[config.mk]
export PLATFORM = sky130hd
export DESIGN_NAME = seq_piso_tx
export DESIGN_NICKNAME = d
export VERILOG_FILES = /design/src/rtl/seq_pkg.sv /design/src/rtl/seq_piso_tx.sv
export SDC_FILE = /design/constraint.sdc
export NUM_CORES = 1
export LEC_CHECK = 0
export ABC_AREA = 1
export CORE_MARGIN = 2
export CORE_UTILIZATION = 50
export CTS_BUF_LIST = sky130_fd_sc_hd__clkbuf_16
export DETAILED_ROUTE_END_ITERATION = 12
export PLACE_DENSITY = 0.81
export SYNTH_ARGS = -nofsm -noshare
export SYNTH_HDL_FRONTEND = slang
export SYNTH_SLANG_ARGS = --single-unit
[constraint.sdc]
create_clock -name clk -period 2.8 [get_ports clk]
set_clock_uncertainty 0.05 [all_clocks]
set_input_delay 0.28 -clock clk [delete_from_list [all_inputs] [get_ports clk]]
set_output_delay 0.28 -clock clk [all_outputs]
set_load 0.02 [all_outputs]
[src/rtl/seq_pkg.sv]
// Shared types and helpers for the serial transmitter.
// Holds the FSM state encoding and the counter-width helper.
package seq_pkg;

  typedef enum logic {
    IDLE,
    SHIFT
  } tx_state_e;

  function automatic int cnt_w(input int w);
    return $clog2(w);
  endfunction

endpackage

[src/rtl/seq_piso_tx.sv]
// Parallel-in/serial-out transmitter, LSB first.
// Frames are qualified by ser_valid; ser_last marks the final bit.
module seq_piso_tx
  import seq_pkg::*;
#(
  parameter int   WIDTH      = 8,
  parameter logic IDLE_LEVEL = 1'b0
) (
  input  logic             clk,
  input  logic             rst,
  input  logic             flush,
  input  logic             in_valid,
  output logic             in_ready,
  input  logic [WIDTH-1:0] in_data,
  output logic             ser_out,
  output logic             ser_valid,
  output logic             ser_last,
  output logic             busy
);

  localparam int CW = cnt_w(WIDTH);
  localparam logic [CW-1:0] LAST = CW'(WIDTH - 1);

  tx_state_e        state;
  tx_state_e        state_d;
  logic [WIDTH-1:0] shreg;
  logic [WIDTH-1:0] shreg_d;
  logic [CW-1:0]    bit_cnt;
  logic [CW-1:0]    cnt_d;
  logic             accept;

  // Output decode: everything comes from registered state only.
  always_comb begin
    ser_valid = (state == SHIFT);
    ser_last  = ser_valid && (bit_cnt == LAST);
    ser_out   = ser_valid ? shreg[0] : IDLE_LEVEL;
    busy      = ser_valid;
    in_ready  = !ser_valid || ser_last;
  end

  // Flush wins over a pending word, even on the last bit.
  always_comb begin
    accept = in_valid && in_ready && !flush;
  end

  // Next-state: load, shift, or fall back to idle.
  always_comb begin
    state_d = state;
    shreg_d = shreg;
    cnt_d   = bit_cnt;
    if (flush) begin
      state_d = IDLE;
      cnt_d   = '0;
    end else if (accept) begin
      state_d = SHIFT;
      shreg_d = in_data;
      cnt_d   = '0;
    end else if (state == SHIFT) begin
      if (bit_cnt != LAST) begin
        shreg_d = shreg >> 1;
        cnt_d   = bit_cnt + 1'b1;
      end else begin
        state_d = IDLE;
      end
    end
  end

  // FSM, shift register and bit counter share one register stage.
  always_ff @(posedge clk or posedge rst) begin
    if (rst) begin
      state   <= IDLE;
      shreg   <= '0;
      bit_cnt <= '0;
    end else begin
      state   <= state_d;
      shreg   <= shreg_d;
      bit_cnt <= cnt_d;
    end
  end

endmodule

==> out/metrics.yaml <==
clocking:
  cts_tree: "built"
  numCtsBuffers: 3
  insertion_delay_ns: 0.23
  h-tree-depth: 1
  post_cts_resized: 0
  root_buffer: "clkbuf_16"
  clk_pin_slew_ns: 0.04
  numClockSinks: 12
  cts_setup_buffers: 0
  postCtsHoldBufs: 0
  ctsLongestPathBuffers: 2
synthesis:
  yosysTopAreaCell: "dfrtp_1"
  syn-instance-count: 91
  ys_seq_area_share_pct: 43.9
  syn-num-nets: 105
  synth_top_area_share_pct: 43.9
  ys_seq_elements: 12
  synthDistinctLibCells: 16
  synth.avg_cell_area_um2: 7.52
  synth_warnings: 0
  synth.top_cells.by_area: "dfrtp_1 44%, nand2_1 14%, nand3_1 8.8%"
  synthesis.area_um2: 684
outcome:
  status: "completed"
drt:
  ant_nets: 0
  drc: 0
  drt_wl_total_um: 1210
  via_per_inst: 4.56
  drtIter0Drc: 2
  vias: 556
  firstDrtPassIters: 4
  post_drt_wl_per_cell_um: 9.93
grt:
  grt.overflow.total: 0
  track_usage_pct: 20.4
  grt_max_degree: 17
  antenna_found_initial: 0
  first_global_vias: 530
  grt_pass1_wl_um: 2140
die:
  rows: 13
  start_util_pct: 53.3
  design.core.area_um2: 1280
  die_h_um: 41.0
  pin_count: 17
  die_area_um2: 1680
  die_x_um: 41.0
worst_setup_path:
  crit_required_ns: 2.47
  rr_worst_depth: 7
  critPathCaptureType: "primary output"
  startpoint_type: "register"
  rr_startpoint: "bit_cnt[0]"
  critical_path_class: "register to primary output"
  reg2reg_slack_ns: 1.14
  path_max_fanout: 5
  arrival_ns: 1.72
  rr_endpoint: "shreg[4]"
timing:
  setup_ws_ns: 0.747
  rsz0062_at_grt: "false"
  relSlewSlack_pct: 70.1
  tightest_slew_ns: 0.448
  min_period_over_period_pct: 73.3
  fmax_mhz: 487
  finalSetupViolCount: 0
  finalHoldViolations: 0
  slew_violations: 0
  fin_crit_ns: 2.05
  tns_ns: 0
finish:
  syn_to_final_growth_pct: 33.3
  final_layout_size_suffix_gt1_share_pct: 14.0
  fin_nets: 123
  n_antenna_cell: 0
  fin_area_um2: 912
power:
  power.density_nw_per_um2: 622
  power_uw: 567
  peakVddDrop_v: 0.000576
  leakage_uw: 0.000506
job:
  drv_cap: 0
placement:
  dp_hpwl_um: 903
  place_area_um2: 837
  pre_cts_ws_ns: 0.988
  gp_congestion: 0.759
  portBuffers: 16
hold_path:
  min-delay-path-class: "primary input to asynchronous set/reset pin"
-- metrics by stage --
| stage | util, % | hold WS [ns] | cells |
|---|---|---|---|
| after floorplan | - | 0.0947 | 91 |
| after global placement | 65.1 | 0.417 | 119 |
| after detailed placement | 65.1 | 0.424 | 119 |
| after CTS | 71.0 | 0.318 | 122 |
| after global routing | 71.0 | 0.373 | 122 |
| final | 71.0 | 0.303 | 122 |
-- report_power, final --
group          switching [uW]  leakage (uW)  internal [uW]  total [uW]
sequential               14.2      0.000157            200         214
combinational            56.6      0.000312           48.7         105
clock                    63.0     0.0000370            185         248
-- per-layer routing --
metal,global-route usage [%],wire length (um),up-vias,part of all wire [%]
met5,0,0,-,0
met4,10.0,20,0,1.7
met3,4.89,40,2,3.3
met2,34.0,582,10,48
met1,24.2,569,239,47
li1,-,-,305,-
-- state kept, by name (all words and copies together) (netlist names) --
| name | count |
|---|---|
| bit_cnt | 3 |
| busy | 1 |
| shreg | 8 |
-- synthesized netlist by cell type, drive strengths merged --
cell,number
clkinv,2
nor2,1
buf,3
dfrtp,12
mux2i,1
nand3,13
o21ai,8
ha,2
nand2,28
inv,21
-- area by class of cell --
type / instances / area (um^2)
clock buffers: 3 / 75.1
fillers: 104 / 373
inverters: 23 / 86.3
repair buffers: 16 / 160
well taps: 15 / 18.8
flip-flops and latches: 12 / 300
multi-input cells: 53 / 272
-- critical path, cell delays in order (launching register included) --
cell and delay [ns]:
dfrtp_1 0.38, ha_1 0.20, ha_1 0.19, inv_2 0.07, nand2_2 0.09, clkdlybuf4s50_1 0.55
-- worst max-delay path by stage --
stage	from	end	cells past startpoint	slack (ns)
3_5_place_dp	bit_cnt[0]	in_ready	5	0.99
4_1_cts	bit_cnt[0]	in_ready	5	0.74
6_report	bit_cnt[0]	in_ready	5	0.75
3_3_place_gp	bit_cnt[0]	in_ready	5	1.03
5_1_grt	bit_cnt[0]	in_ready	5	0.67
2_1_floorplan	bit_cnt[0]	shreg[0]	8	1.39
-- placed cells by master, fill, tap and decap left out, drive strengths merged --
| master | instances |
|---|---|
| clkinv | 2 |
| inv | 21 |
| nor2 | 1 |
| clkbuf | 3 |
| mux2i | 1 |
| dfrtp | 12 |
| o21ai | 8 |
| nand3 | 13 |
| clkdlybuf4s50 | 16 |
| nand2 | 28 |
| ha | 2 |
-- kinds of logic (layout without fill, tap and decap cells) --
| family | Yosys count | count (layout) | share of synthesized area (%) |
|---|---|---|---|
| compound gates | 8 | 8 | 6.95 |
| mux | 1 | 1 | 1.46 |
| fa+ha+maj | 2 | 2 | 3.66 |
| simple gates | 42 | 42 | 27.6 |
| buf+inv | 26 | 42 | 16.5 |
| flops | 12 | 12 | 43.9 |
No activity file was read; power rests on OpenSTA's default activity.
